==> src/rtl/axil_native_bridge_pkg.sv <==
// Shared types and response codes for the AXI4-Lite to native bridge.
// Imported by the bridge top and its timeout counter.
package axil_native_pkg;

  typedef enum logic [2:0] {
    S_IDLE,
    S_WR_COLLECT,
    S_WR_WAIT,
    S_WR_RESP,
    S_RD_WAIT,
    S_RD_RESP
  } state_e;

  localparam logic [1:0] RESP_OKAY   = 2'b00;
  localparam logic [1:0] RESP_SLVERR = 2'b10;
  localparam logic [1:0] RESP_DECERR = 2'b11;

endpackage

==> src/rtl/axil_native_bridge_timeout.sv <==
// Loadable down-counter bounding the wait for a native acknowledge.
// Expires on the TIMEOUT-th cycle after the strobe cycle is loaded.
module axil_native_timeout
  import axil_native_pkg::*;
#(
  parameter int TIMEOUT = 16
) (
  input  logic i_clk,
  input  logic i_rst,
  input  logic i_start,
  input  logic i_stop,
  output logic o_expired
);

  localparam int W = $clog2(TIMEOUT + 1);

  logic [W-1:0] r_cnt;
  logic         r_run;

  always_ff @(posedge i_clk or posedge i_rst) begin
    if (i_rst) begin
      r_cnt <= '0;
      r_run <= 1'b0;
    end else if (i_start) begin
      r_cnt <= W'(TIMEOUT - 1);
      r_run <= 1'b1;
    end else if (i_stop) begin
      r_cnt <= '0;
      r_run <= 1'b0;
    end else if (r_run && (r_cnt != '0)) begin
      r_cnt <= r_cnt - 1'b1;
    end
  end

  assign o_expired = r_run && (r_cnt == '0);

endmodule

==> src/rtl/axil_native_bridge.sv <==
// AXI4-Lite slave to native register bus bridge with decode, timeout,
// byte strobes and read/write arbitration; one access in flight.
module axil_native_bridge
  import axil_native_pkg::*;
#(
  parameter int                    DATA_WIDTH = 32,
  parameter int                    ADDR_WIDTH = 32,
  parameter logic [ADDR_WIDTH-1:0] BASE_ADDR  = '0,
  parameter logic [ADDR_WIDTH:0]   ADDR_SPAN  = (ADDR_WIDTH+1)'(4096),
  parameter int                    TIMEOUT    = 16,
  parameter int                    ARB_MODE   = 0
) (
  input  logic                    AXI_ACLK,
  input  logic                    AXI_ARESET,
  input  logic [ADDR_WIDTH-1:0]   AXI_AWADDR,
  input  logic [2:0]              AXI_AWPROT,
  input  logic                    AXI_AWVALID,
  output logic                    AXI_AWREADY,
  input  logic [DATA_WIDTH-1:0]   AXI_WDATA,
  input  logic [DATA_WIDTH/8-1:0] AXI_WSTRB,
  input  logic                    AXI_WVALID,
  output logic                    AXI_WREADY,
  output logic [1:0]              AXI_BRESP,
  output logic                    AXI_BVALID,
  input  logic                    AXI_BREADY,
  input  logic [ADDR_WIDTH-1:0]   AXI_ARADDR,
  input  logic [2:0]              AXI_ARPROT,
  input  logic                    AXI_ARVALID,
  output logic                    AXI_ARREADY,
  output logic [DATA_WIDTH-1:0]   AXI_RDATA,
  output logic [1:0]              AXI_RRESP,
  output logic                    AXI_RVALID,
  input  logic                    AXI_RREADY,
  output logic                    WEN,
  output logic [ADDR_WIDTH-1:0]   WADDR,
  output logic [DATA_WIDTH-1:0]   WDATA,
  output logic [DATA_WIDTH/8-1:0] WSTRB,
  input  logic                    WACK,
  output logic                    REN,
  output logic [ADDR_WIDTH-1:0]   RADDR,
  input  logic [DATA_WIDTH-1:0]   RDATA,
  input  logic                    RVALID
);

  // One extra bit keeps BASE_ADDR+ADDR_SPAN from wrapping at the top.
  function automatic logic f_in_range(input logic [ADDR_WIDTH-1:0] a);
    logic [ADDR_WIDTH:0] w_a;
    logic [ADDR_WIDTH:0] w_lo;
    logic [ADDR_WIDTH:0] w_hi;
    w_a  = {1'b0, a};
    w_lo = {1'b0, BASE_ADDR};
    w_hi = w_lo + ADDR_SPAN;
    return (w_a >= w_lo) && (w_a < w_hi);
  endfunction

  function automatic logic f_grant_wr(
    input logic wr,
    input logic rd,
    input logic last_wr
  );
    if (!rd) return wr;
    if (!wr) return 1'b0;
    if (ARB_MODE == 1) return 1'b1;
    return !last_wr;
  endfunction

  state_e r_state;
  state_e w_state_nxt;

  logic                    r_aw_held;
  logic                    r_w_held;
  logic                    r_wen;
  logic                    r_ren;
  logic                    r_last_wr;
  logic [ADDR_WIDTH-1:0]   r_waddr;
  logic [ADDR_WIDTH-1:0]   r_raddr;
  logic [DATA_WIDTH-1:0]   r_wdata;
  logic [DATA_WIDTH-1:0]   r_rdata;
  logic [DATA_WIDTH/8-1:0] r_wstrb;
  logic [1:0]              r_bresp;
  logic [1:0]              r_rresp;

  logic                  w_awready;
  logic                  w_wready;
  logic                  w_arready;
  logic                  w_aw_hs;
  logic                  w_w_hs;
  logic                  w_ar_hs;
  logic                  w_wen_set;
  logic                  w_ren_set;
  logic                  w_tmr_start;
  logic                  w_tmr_stop;
  logic                  w_expired;
  logic                  w_grant_wr;
  logic                  w_ar_in;
  logic                  w_aw_in;
  logic                  w_both;
  logic [ADDR_WIDTH-1:0] w_aw_addr;
  logic                  w_unused;

  assign w_unused = ^{AXI_AWPROT, AXI_ARPROT};

  assign w_aw_hs    = AXI_AWVALID & w_awready;
  assign w_w_hs     = AXI_WVALID & w_wready;
  assign w_ar_hs    = AXI_ARVALID & w_arready;
  assign w_grant_wr = f_grant_wr(AXI_AWVALID | AXI_WVALID,
                                 AXI_ARVALID, r_last_wr);
  assign w_ar_in    = f_in_range(AXI_ARADDR);
  assign w_aw_addr  = r_aw_held ? r_waddr : AXI_AWADDR;
  assign w_aw_in    = f_in_range(w_aw_addr);
  // READY is !held in collect, so valid-or-held means accepted by now.
  assign w_both     = (r_aw_held | AXI_AWVALID) & (r_w_held | AXI_WVALID);

  always_ff @(posedge AXI_ACLK or posedge AXI_ARESET) begin
    if (AXI_ARESET) r_state <= S_IDLE;
    else            r_state <= w_state_nxt;
  end

  always_comb begin
    w_state_nxt = r_state;
    w_awready   = 1'b0;
    w_wready    = 1'b0;
    w_arready   = 1'b0;
    w_wen_set   = 1'b0;
    w_ren_set   = 1'b0;
    w_tmr_start = 1'b0;
    w_tmr_stop  = 1'b0;
    unique case (r_state)
      S_IDLE: begin
        if (w_grant_wr) begin
          w_state_nxt = S_WR_COLLECT;
        end else if (AXI_ARVALID) begin
          w_arready = 1'b1;
          if (w_ar_in) begin
            w_state_nxt = S_RD_WAIT;
            w_ren_set   = 1'b1;
            w_tmr_start = 1'b1;
          end else begin
            w_state_nxt = S_RD_RESP;
          end
        end
      end
      S_WR_COLLECT: begin
        w_awready = !r_aw_held;
        w_wready  = !r_w_held;
        if (w_both) begin
          if (w_aw_in) begin
            w_state_nxt = S_WR_WAIT;
            w_wen_set   = 1'b1;
            w_tmr_start = 1'b1;
          end else begin
            w_state_nxt = S_WR_RESP;
          end
        end
      end
      S_WR_WAIT: begin
        if (WACK || w_expired) begin
          w_state_nxt = S_WR_RESP;
          w_tmr_stop  = 1'b1;
        end
      end
      S_RD_WAIT: begin
        if (RVALID || w_expired) begin
          w_state_nxt = S_RD_RESP;
          w_tmr_stop  = 1'b1;
        end
      end
      S_WR_RESP: begin
        if (AXI_BREADY) w_state_nxt = S_IDLE;
      end
      S_RD_RESP: begin
        if (AXI_RREADY) w_state_nxt = S_IDLE;
      end
      default: w_state_nxt = S_IDLE;
    endcase
  end

  always_ff @(posedge AXI_ACLK or posedge AXI_ARESET) begin
    if (AXI_ARESET) begin
      r_aw_held <= 1'b0;
      r_w_held  <= 1'b0;
      r_wen     <= 1'b0;
      r_ren     <= 1'b0;
      r_last_wr <= 1'b0;
      r_waddr   <= '0;
      r_raddr   <= '0;
      r_wdata   <= '0;
      r_rdata   <= '0;
      r_wstrb   <= '0;
      r_bresp   <= RESP_OKAY;
      r_rresp   <= RESP_OKAY;
    end else begin
      r_wen <= w_wen_set;
      r_ren <= w_ren_set;
      if (w_aw_hs) begin
        r_waddr   <= AXI_AWADDR;
        r_aw_held <= 1'b1;
      end
      if (w_w_hs) begin
        r_wdata  <= AXI_WDATA;
        r_wstrb  <= AXI_WSTRB;
        r_w_held <= 1'b1;
      end
      if (r_state == S_WR_COLLECT && w_both) begin
        r_aw_held <= 1'b0;
        r_w_held  <= 1'b0;
        if (!w_aw_in) r_bresp <= RESP_DECERR;
      end
      if (w_ar_hs) begin
        r_raddr <= AXI_ARADDR;
        if (!w_ar_in) begin
          r_rresp <= RESP_DECERR;
          r_rdata <= '0;
        end
      end
      // Acknowledge wins over a timeout landing in the same cycle.
      if (r_state == S_WR_WAIT) begin
        if (WACK)           r_bresp <= RESP_OKAY;
        else if (w_expired) r_bresp <= RESP_SLVERR;
      end
      if (r_state == S_RD_WAIT) begin
        if (RVALID) begin
          r_rresp <= RESP_OKAY;
          r_rdata <= RDATA;
        end else if (w_expired) begin
          r_rresp <= RESP_SLVERR;
          r_rdata <= '0;
        end
      end
      if (r_state == S_WR_RESP && AXI_BREADY) r_last_wr <= 1'b1;
      if (r_state == S_RD_RESP && AXI_RREADY) r_last_wr <= 1'b0;
    end
  end

  axil_native_timeout #(
    .TIMEOUT (TIMEOUT)
  ) u_timeout (
    .i_clk     (AXI_ACLK),
    .i_rst     (AXI_ARESET),
    .i_start   (w_tmr_start),
    .i_stop    (w_tmr_stop),
    .o_expired (w_expired)
  );

  assign AXI_AWREADY = w_awready;
  assign AXI_WREADY  = w_wready;
  assign AXI_ARREADY = w_arready;
  assign AXI_BVALID  = (r_state == S_WR_RESP);
  assign AXI_RVALID  = (r_state == S_RD_RESP);
  assign AXI_BRESP   = r_bresp;
  assign AXI_RRESP   = r_rresp;
  assign AXI_RDATA   = r_rdata;
  assign WEN         = r_wen;
  assign WADDR       = r_waddr;
  assign WDATA       = r_wdata;
  assign WSTRB       = r_wstrb;
  assign REN         = r_ren;
  assign RADDR       = r_raddr;

endmodule
==> config.mk <==
export PLATFORM = sky130hd
export DESIGN_NAME = axil_native_bridge
export DESIGN_NICKNAME = d
export VERILOG_FILES = /design/src/rtl/axil_native_bridge_pkg.sv /design/src/rtl/axil_native_bridge_timeout.sv /design/src/rtl/axil_native_bridge.sv
export SDC_FILE = /design/constraint.sdc
export NUM_CORES = 1
export LEC_CHECK = 0
export BUFFER_PORTS_ARGS = -buffer_cell sky130_fd_sc_hd__buf_2
export CAP_MARGIN = 20
export CORE_MARGIN = 5
export CORE_UTILIZATION = 45
export DETAILED_ROUTE_END_ITERATION = 10
export GPL_ROUTABILITY_DRIVEN = 0
export PLACE_DENSITY = 0.78
export SLEW_MARGIN = 20
export SYNTH_ARGS = -nofsm -noshare
export SYNTH_HDL_FRONTEND = slang
export SYNTH_SLANG_ARGS = --single-unit
==> constraint.sdc <==
create_clock -name AXI_ACLK -period 5.5 [get_ports AXI_ACLK]
set_input_delay 0.275 -clock AXI_ACLK [delete_from_list [all_inputs] [get_ports AXI_ACLK]]
set_output_delay 0.275 -clock AXI_ACLK [all_outputs]
set_load 0.01 [all_outputs]
==> qor.csv, run 1 <==
metric,value,unit
sequential share of the synthesized area,62.0,%
Initial Utilization,45.9,%
Global Route met1 Usage,23.9,%
syn_area_per_cell,12.4,sq um
CP cell instances,nor2_2 -> nand3_2 -> inv_2 -> buf_2,
Synthesis Warnings,0,
max incr delay on CP,0.74,ns
die height,126,um
share of cells above drive strength 1,42.7,%
Worst Max-Slew Pin Slew,0.802,ns
fin cells,956,
CP arrival,2.74,ns
Cell variety after synth,50,
final setup fails,0,
H-tree depth,4,
mapped cell area,6050,sq um
ys flop type,dfrtp_1,
pwr dens,590,nW/um^2
worst reg2reg startpoint,r_state[1]$_DFFE_PP0P_,
hold_buf cts,0,
vias in the first global route,5135,
I/O Pins,290,
Root Driver,clkbuf_16,
wire per inst,16.6,um
Max-cap violations,0,
met2 Use GR,34.6,%
Worst Setup Path Type,reg -> out,
Slew HR,46.4,%
"area leader, netlist",dfrtp_1,
global route hottest layer,met2,
largest net degree at the start of global routing,88,
final worst slack,2.49,ns
First-pass DRT Iterations,4,
HP Class,in -> async,
std cell rows,42,
I/O Buffers,283,
Mapped Nets,637,
Fmax,332,MHz
post-CTS setup buffers,0,
Slowest cell on crit path,inv_2,
CTS tree,done,
"top cells by area, synth","dfrtp_1 (62%), mux2_1 (13%), nand2_1 (6.6%)",
via count,4867,
CTS sink cnt,150,
gr ovfl total,0,
ANT nets after route,0,
Yosys reg bits,150,
Skew-Pair Late Insertion Delay,0.41,ns
first-pass GRT wire length,25900,um
CP Max Fanout,37,
kind of start point of the critical path,flop,
Nets,917,
"Req. time, crit path",5.22,ns
share of the synthesized area in the top cell type,62.0,%
max-slew violations,0,
Crit. Startpoint,r_state[1]$_DFFE_PP0P_,
"CTS clk-pin slew, worst paths",0.06,ns
status,"finished, final reports clean",
initial antenna violation count,1,
CTS max path bufs,2,
R2R depth,5,
area growth from synthesis to layout,35.4,%
Die W,126,um
core area,13200,sq um
leakage,4.33,nW
WP buf/inv,2,
Final Routed Wirelength,15900,um
vias per cell,5.09,
Worst VDD drop,0.269,mV
detailed-placement wirelength estimate,12000,um
GRT Total Usage,20.1,%
Synth Instances,488,
Die ar.,15900,sq um
"worst slack, placed",2.63,ns
"leading cell types in the layout, fill and taps excluded","buf_2 (283), dfrtp_1 (150), nand2_1 (106)",
number of CTS-inserted buffers,17,
M3 GR Usage,6.10,%
ant diodes,0,
fraction of registers with async set/reset,100,%
Filler Cell Count,1075,
Sum Neg Setup Slack,0,ns
number of flops mapped to enable cells by yosys,0,
crit share post-route,54.8,%
Final Skew,0.00651,ns
final hold vios,0,
placed cell count,925,
flop-to-flop setup slack,2.65,ns
CP endpoint kind,output port,
Top delay family on crit path,buffers and inverters,
"commonest non-fill, non-tap cell in the layout",buf_2,
DRT iter0 DRCs,307,
# resized after CTS,0,
minimum clock period,3.01,ns
RSZ-0062 raised after global routing,false,
DRC errors left,0,
Critical R2R Capture,AXI_RDATA[7]$_DFF_PP0_,
==> registers in the layout, summed over array words and instances (netlist names), 2 cells and up <==
register	flops
AXI_BRESP	2
AXI_RDATA	32
AXI_RRESP	2
RADDR	32
WADDR	32
WDATA	32
WSTRB	4
r_state	3
u_timeout.r_cnt	5
==> worst max path at each step <==
stage / end / slack, ns / cells after the start
finish: AXI_ARREADY / 2.49 / 4
detailed placement: AXI_RDATA[7]$_DFF_PP0_ / 2.63 / 5
CTS: AXI_ARREADY / 2.44 / 4
floorplan: AXI_BRESP[0]$_DFF_PP0_ / 1.19 / 1
global route: AXI_ARREADY / 2.20 / 4
global placement: AXI_RDATA[12]$_DFF_PP0_ / 2.73 / 5
==> logic make-up (layout without fill, tap and decap cells) <==
family | after synthesis | after routing | share of synthesized area, %
compound gates | 64 | 64 | 8.54
xor+xnor | 3 | 3 | 0.434
fa+ha+maj | 2 | 2 | 0.413
buf+inv | 35 | 327 | 3.06
flops | 150 | 150 | 62.0
mux | 68 | 68 | 12.7
simple gates | 166 | 166 | 12.9
==> metal layers <==
metal | vias up | part of all wire (%)
li1 | 2265 | -
met1 | 2378 | 38
met2 | 195 | 52
met3 | 27 | 7.7
met4 | 2 | 2.0
met5 | - | 0.082
==> synth_stat cells (3+ instances only) <==
| cell type | count |
|---|---|
| a21oi_1 | 10 |
| a22o_1 | 32 |
| a31oi_1 | 3 |
| buf_2 | 7 |
| buf_6 | 6 |
| clkbuf_1 | 8 |
| dfrtp_1 | 150 |
| inv_1 | 11 |
| mux2_1 | 68 |
| nand2_1 | 106 |
| nand3_1 | 3 |
| nor2_1 | 11 |
| nor3_1 | 8 |
| nor4_1 | 11 |
| nor4b_1 | 3 |
| o211ai_1 | 6 |
| or4_1 | 3 |
==> power breakdown <==
| group | switching [W] | internal, W | leakage (nW) |
|---|---|---|---|
| registers | 0.000320 | 0.00162 | 1.86 |
| logic | 0.000896 | 0.000768 | 2.17 |
| clock network | 0.000424 | 0.000802 | 0.312 |
==> metrics by stage <==
step	utilization [%]	power [W]	hold WS [ns]	area, sq um
3_5_place_dp	57.3	0.00364	0.458	7560
2_1_floorplan	-	0.00289	0.361	6050
5_1_grt	62.1	0.00514	0.0457	8190
4_1_cts	62.1	0.00489	0.0397	8190
3_3_place_gp	57.3	0.00354	0.452	7560
6_report	62.1	0.00483	0.00994	8190
==> area by class of cell <==
type                    instances  area, sq um  area share (%)
clock buffers                  22          484            5.91
clock inverters                 9          148            1.80
inverters                      12         50.0           0.611
multi-input cells             303         2110            25.8
flip-flops and latches        150         3750            45.8
well taps                     176          220            2.69
repair buffers                284         1420            17.4
Power figures use the tool's default switching activity.
==> inputs of run 2 (changes only) <==
==> constraint.sdc (replaced) <==
create_clock -name AXI_ACLK -period 2.9 [get_ports AXI_ACLK]
set_input_delay 0.145 -clock AXI_ACLK [delete_from_list [all_inputs] [get_ports AXI_ACLK]]
set_output_delay 0.145 -clock AXI_ACLK [all_outputs]
set_load 0.01 [all_outputs]
==> run 2 against run 1 <==
- first-iteration DRC count rose by 30%
- clock skew barely moved
- non-clock buffer count rose by 139
- cell area rose by 16%
- combinational power rose by 110%
- wire length rose by 24%
- worst setup slack got worse by 1.9 ns
- largest cell class unchanged
- register-to-register slack got worse by 2.0 ns
- worst hold slack improved by 0.056 ns
- critical path type unchanged
- clock power rose by 73%
- clock-buffer cell count did not move
- sequential share of layout area fell by 6.5 points
==> qor.csv, run 2 (synthesis gave the netlist of run 1 again) <==
metric,value,unit,change
leakage,4.90,nW,was 4.33 nW
worst reg2reg startpoint,u_timeout.r_cnt[0]$_DFFE_PP0P_,,was r_state[1]$_DFFE_PP0P_
Worst Setup Path Type,reg -> out,,unchanged
minimum clock period,2.35,ns,
CTS tree,done,,unchanged
Nets,1056,,was 917
max incr delay on CP,0.49,ns,was 0.74 ns
std cell rows,42,,unchanged
Fmax,425,MHz,
CP cell instances,nor2_2 -> nand3_2 -> buf_4 -> inv_2 -> buf_4 -> buf_2,,was nor2_2 -> nand3_2 -> inv_2 -> buf_2
gr ovfl total,0,,unchanged
pwr dens,971,nW/um^2,was 590 nW/um^2
Top delay family on crit path,buffers and inverters,,unchanged
Slowest cell on crit path,dfrtp_1,,was inv_2
Die W,126,um,unchanged
"leading cell types in the layout, fill and taps excluded","buf_2 (283), dfrtp_1 (150), dlygate4sd3_1 (135)",,"was buf_2 (283), dfrtp_1 (150), nand2_1 (106)"
hold endpoint,r_last_wr$_DFFE_PP0P_,,
# resized after CTS,0,,unchanged
Initial Utilization,45.9,%,unchanged
Sum Neg Setup Slack,0,ns,unchanged
final worst slack,0.547,ns,was 2.49 ns
kind of start point of the critical path,flop,,unchanged
Worst Max-Slew Pin Slew,0.841,ns,was 0.802 ns
CTS max path bufs,2,,unchanged
detailed-placement wirelength estimate,12000,um,about the same
Final Skew,0.00683,ns,was 0.00651 ns
Worst VDD drop,0.574,mV,was 0.269 mV
die height,126,um,unchanged
Critical R2R Capture,AXI_RDATA[7]$_DFF_PP0_,,unchanged
HP Start,AXI_BREADY,,
Die ar.,15900,sq um,unchanged
area growth from synthesis to layout,57.7,%,was 35.4%
final hold vios,0,,unchanged
initial antenna violation count,2,,was 1
R2R depth,7,,was 5
vias per cell,5.16,,was 5.09
Max-cap violations,0,,unchanged
CP arrival,2.21,ns,was 2.74 ns
largest net degree at the start of global routing,76,,was 88
Final Routed Wirelength,19700,um,was 15900 um
first-pass GRT wire length,31800,um,was 25900 um
CTS sink cnt,150,,unchanged
WP buf/inv,4,,was 2
via count,5656,,was 4867
RSZ-0062 raised after global routing,false,,unchanged
First-pass DRT Iterations,7,,was 4
H-tree depth,4,,unchanged
I/O Pins,290,,unchanged
"Req. time, crit path",2.76,ns,was 5.22 ns
"commonest non-fill, non-tap cell in the layout",buf_2,,unchanged
DRT iter0 DRCs,398,,was 307
Root Driver,clkbuf_16,,unchanged
hold depth,3,,
ANT nets after route,0,,unchanged
"CTS clk-pin slew, worst paths",0.06,ns,about the same
status,"finished, final reports clean",,unchanged
number of CTS-inserted buffers,17,,unchanged
flop-to-flop setup slack,0.62,ns,was 2.65 ns
CP Max Fanout,36,,was 37
DRC errors left,0,,unchanged
share of cells above drive strength 1,36.5,%,was 42.7%
core area,13200,sq um,unchanged
vias in the first global route,6228,,was 5135
crit share post-route,81.1,%,
max-slew violations,0,,unchanged
"worst slack, placed",0.672,ns,was 2.63 ns
GRT Total Usage,24.9,%,was 20.1%
CP endpoint kind,output port,,unchanged
I/O Buffers,283,,unchanged
most frequent CP cell,buf_4,,
HP Class,in -> reg,,was in -> async
Slew HR,43.8,%,was 46.4%
final setup fails,0,,unchanged
Skew-Pair Late Insertion Delay,0.41,ns,about the same
wire per inst,18.0,um,was 16.6 um
[run 2: layout make-up]
class / count / area, sq um
Timing Repair Buffer: 423 / 2830
Multi-Input combinational cell: 303 / 2110
Clock buffer: 22 / 474
Fill cell: 829 / 3650
Inverter: 12 / 48.8
Antenna cell: 1 / 2.50
Tap cell: 176 / 220
Clock inverter: 9 / 101
Sequential cell: 150 / 3750
[run 2: what timing repair did]
action                                 4_1_cts  5_1_grt
setup buffers                                0        0
hold buffers                               135        0
endpoints found under the hold margin      166        0
[run 2: how the worst max path moves through the flow]
stage                                              start                              to  slack, ns  depth (start not counted)
final                             r_state[1]$_DFFE_PP0P_                     AXI_ARREADY       0.55                          6
after global placement            r_state[2]$_DFFE_PP0P_  u_timeout.r_cnt[4]$_DFFE_PP0P_       0.78                          8
after CTS                         r_state[1]$_DFFE_PP0P_                     AXI_ARREADY       0.52                          6
after floorplan                               AXI_ARESET          AXI_BRESP[0]$_DFF_PP0_       0.87                          1
after global routing              r_state[2]$_DFFE_PP0P_  u_timeout.r_cnt[4]$_DFFE_PP0P_       0.37                          8
after detailed placement  u_timeout.r_cnt[0]$_DFFE_PP0P_          AXI_RDATA[3]$_DFF_PP0_       0.67                          7
[run 2: per-layer routing]
layer	vias to the layer above	track usage (%)	part of all wire [%]	wire length, um
met5	-	0	0.066	13
met4	2	13.1	4.3	849
met3	71	7.79	7.4	1470
met2	262	44.4	52	10300
met1	2782	26.4	36	7120
li1	2539	-	-	-
[run 2: worst register-to-register path, stage by stage, from the launching register on]
cell and delay [ns]:
dfrtp_1 0.38, inv_1 0.08, ha_1 0.22, nor4b_1 0.17
and2_4 0.19, o211a_1 0.26, a21oi_4 0.66, a22o_1 0.27
[run 2: stage by stage]
step	util (%)	total power, W	hold slack (ns)	std cells	area [sq um]
after floorplan	-	0.00548	0.231	488	6060
after global placement	57.7	0.00673	0.307	929	7610
after detailed placement	57.7	0.00691	0.326	929	7610
after CTS	72.3	0.00922	0.0398	1095	9540
after global routing	72.4	0.00982	0.101	1096	9540
final	72.4	0.00927	0.0659	1096	9540
[run 2: where the power goes]
group / internal, W / switching, W
clock: 0.00132 / 0.000811
sequential: 0.00308 / 0.000648
combinational: 0.00159 / 0.00182
==> inputs of run 3 (changes only) <==
--- a/config.mk
+++ b/config.mk
@@ -8,10 +8,10 @@
 export BUFFER_PORTS_ARGS = -buffer_cell sky130_fd_sc_hd__buf_2
 export CAP_MARGIN = 20
 export CORE_MARGIN = 5
-export CORE_UTILIZATION = 45
+export CORE_UTILIZATION = 42
 export DETAILED_ROUTE_END_ITERATION = 10
 export GPL_ROUTABILITY_DRIVEN = 0
-export PLACE_DENSITY = 0.78
+export PLACE_DENSITY = 0.77
 export SLEW_MARGIN = 20
 export SYNTH_ARGS = -nofsm -noshare
 export SYNTH_HDL_FRONTEND = slang
==> constraint.sdc (replaced) <==
create_clock -name AXI_ACLK -period 2.1 [get_ports AXI_ACLK]
set_input_delay 0.105 -clock AXI_ACLK [delete_from_list [all_inputs] [get_ports AXI_ACLK]]
set_output_delay 0.105 -clock AXI_ACLK [all_outputs]
set_load 0.01 [all_outputs]
==> run 3 against run 2 <==
- via count is 2.5% lower
- sequential power up 38%
- global-route usage fell by 2.0 points
- final cell count rose by 0.91%
- sequential share of layout area down 0.52 points
- critical path depth increased by 1
- total power up 41%
- clock skew is essentially flat
- critical endpoint is now AXI_RDATA[18]$_DFF_PP0_
- combinational power is 41% higher
==> qor.csv, run 3 (synthesis gave the netlist of run 1 again) <==
metric,value,unit,change
first-pass GRT wire length,30300,um,was 31800 um
"Req. time, crit path",2.44,ns,was 2.76 ns
H-tree depth,4,,unchanged
DRT iter0 DRCs,252,,was 398
I/O Buffers,283,,unchanged
area growth from synthesis to layout,59.8,%,was 57.7%
part of the power in registers,39.3,%,was 40.2%
Sum Neg Setup Slack,0,ns,unchanged
GRT Total Usage,22.9,%,was 24.9%
Sequential Area,3750,sq um,unchanged
Worst VDD drop,0.836,mV,was 0.574 mV
power share of the clock group,23.9,%,was 23.0%
Die W,130,um,was 126 um
ANT nets after route,0,,unchanged
"leading cell types in the layout, fill and taps excluded","buf_2 (283), dfrtp_1 (150), dlygate4sd3_1 (136)",,"was buf_2 (283), dfrtp_1 (150), dlygate4sd3_1 (135)"
crit share post-route,95.5,%,
Max-cap violations,0,,unchanged
initial antenna violation count,0,,was 2
largest net degree at the start of global routing,84,,was 76
WHS,0.144,ns,was 0.0659 ns
final instance area,9670,sq um,was 9540 sq um
detailed-placement wirelength estimate,12000,um,about the same
gr ovfl total,0,,unchanged
Slew HR,61.1,%,was 43.8%
Worst Max-Slew Pin Slew,0.581,ns,was 0.841 ns
total area of multi-input combinational cells,2150,sq um,was 2110 sq um
vias in the first global route,6062,,was 6228
share of cells above drive strength 1,37.4,%,was 36.5%
First-pass DRT Iterations,4,,was 7
Gate power share,36.8,%,about the same
Final Routed Wirelength,19700,um,about the same
vias per cell,4.99,,was 5.16
Skew-Pair Late Insertion Delay,0.41,ns,about the same
Final Skew,0.00720,ns,was 0.00683 ns
CP arrival,2.35,ns,was 2.21 ns
sw frac,35.2,%,was 35.3%
DP Area,7630,sq um,was 7610 sq um
std cell rows,43,,was 42
minimum clock period,2.00,ns,
final setup fails,0,,unchanged
max-slew violations,0,,unchanged
Die ar.,16900,sq um,was 15900 sq um
wire per inst,17.8,um,was 18.0 um
pwr dens,1350,nW/um^2,was 971 nW/um^2
number of CTS-inserted buffers,17,,unchanged
status,"finished, final reports clean",,unchanged
Nets,1062,,was 1056
"commonest non-fill, non-tap cell in the layout",buf_2,,unchanged
CTS max path bufs,2,,unchanged
via count,5517,,was 5656
CP Max Fanout,16,,was 36
Fmax,499,MHz,
"CTS clk-pin slew, worst paths",0.06,ns,about the same
DRC errors left,0,,unchanged
ant diodes,0,,was 1
CP endpoint kind,flop,,was output port
Initial Utilization,43.3,%,was 45.9%
Filler Cell Count,940,,was 829
core area,14000,sq um,was 13200 sq um
Int Pwr,0.00846,W,was 0.00599 W
leakage,4.94,nW,was 4.90 nW
Worst Setup Path Type,in -> reg,,was reg -> out
Root Driver,clkbuf_16,,unchanged
CTS tree,done,,unchanged
kind of start point of the critical path,primary input,,was flop
I/O Pins,290,,unchanged
die height,130,um,was 126 um
CTS sink cnt,150,,unchanged
RSZ-0062 raised after global routing,true,,was false
Net Sw Power,0.00460,W,was 0.00328 W
final hold vios,0,,unchanged
HP Class,in -> reg,,unchanged
## run 3: metrics by stage
step                power (W)  cells  utilization [%]  setup WS, ns
floorplan             0.00756    488                -         0.106
global placement      0.00938    935             54.6       -0.0264
detailed placement    0.00956    935             54.6       -0.0880
CTS                    0.0129   1103             68.8       -0.0432
global route           0.0138   1106             69.1      -0.00239
finish                 0.0131   1106             69.1        0.0955
## run 3: power by group through the flow
stage | clock (W) | sequential, W | combinational [W]
6_report | 0.00313 | 0.00513 | 0.00481
5_1_grt | 0.00331 | 0.00528 | 0.00526
3_5_place_dp | 0 | 0.00507 | 0.00449
4_1_cts | 0.00319 | 0.00505 | 0.00471
3_3_place_gp | 0 | 0.00502 | 0.00436
2_1_floorplan | 0 | 0.00559 | 0.00197
## run 3: final timing paths
kind | from | end | slack (ns) | cells past startpoint
min | AXI_BREADY | r_state[1]$_DFFE_PP0P_ | 0.14 | 4
max in group asynchronous | AXI_ARESET | AXI_RDATA[27]$_DFF_PP0_ | 1.30 | 4
min reg2reg | RADDR[27]$_DFFE_PP0N_ | RADDR[27]$_DFFE_PP0N_ | 0.47 | 2
min in group asynchronous | AXI_ARESET | WDATA[4]$_DFFE_PP0P_ | 0.40 | 4
max reg2reg | u_timeout.r_cnt[0]$_DFFE_PP0P_ | AXI_RDATA[18]$_DFF_PP0_ | 0.17 | 7
max | AXI_ARADDR[21] | AXI_RDATA[18]$_DFF_PP0_ | 0.1 | 7
## run 3: final cells by class
class	count	area share (%)
Multi-Input combinational cell	304	22.2
Clock buffer	20	4.83
Inverter	12	0.505
Timing Repair Buffer	428	29.8
Clock inverter	12	1.57
Tap cell	180	2.33
Sequential cell	150	38.8
## run 3: critical path: stages
cell and delay (ns):
dlygate4sd3_1 0.54, buf_2 0.13, nor4_1 0.38, and3_1 0.33, nand2_2 0.16, a21oi_4 0.47, a22o_1 0.22
## run 3: per-layer routing
metal	wire length, um	GRT usage (%)	up-vias
met2	10100	40.6	247
met3	1660	7.25	55
met4	619	9.90	0
met1	7290	25.3	2647
li1	-	-	2568
met5	0	0	-
## run 3: what timing repair did
item                                    CTS  global route
hold buffers                            136             0
gates cloned                              0             1
pin swaps                                19             2
buffers inserted                          0             2
resized for setup                         3             4
endpoints found under the hold margin   284             0
endpoints found under the setup margin   33            34
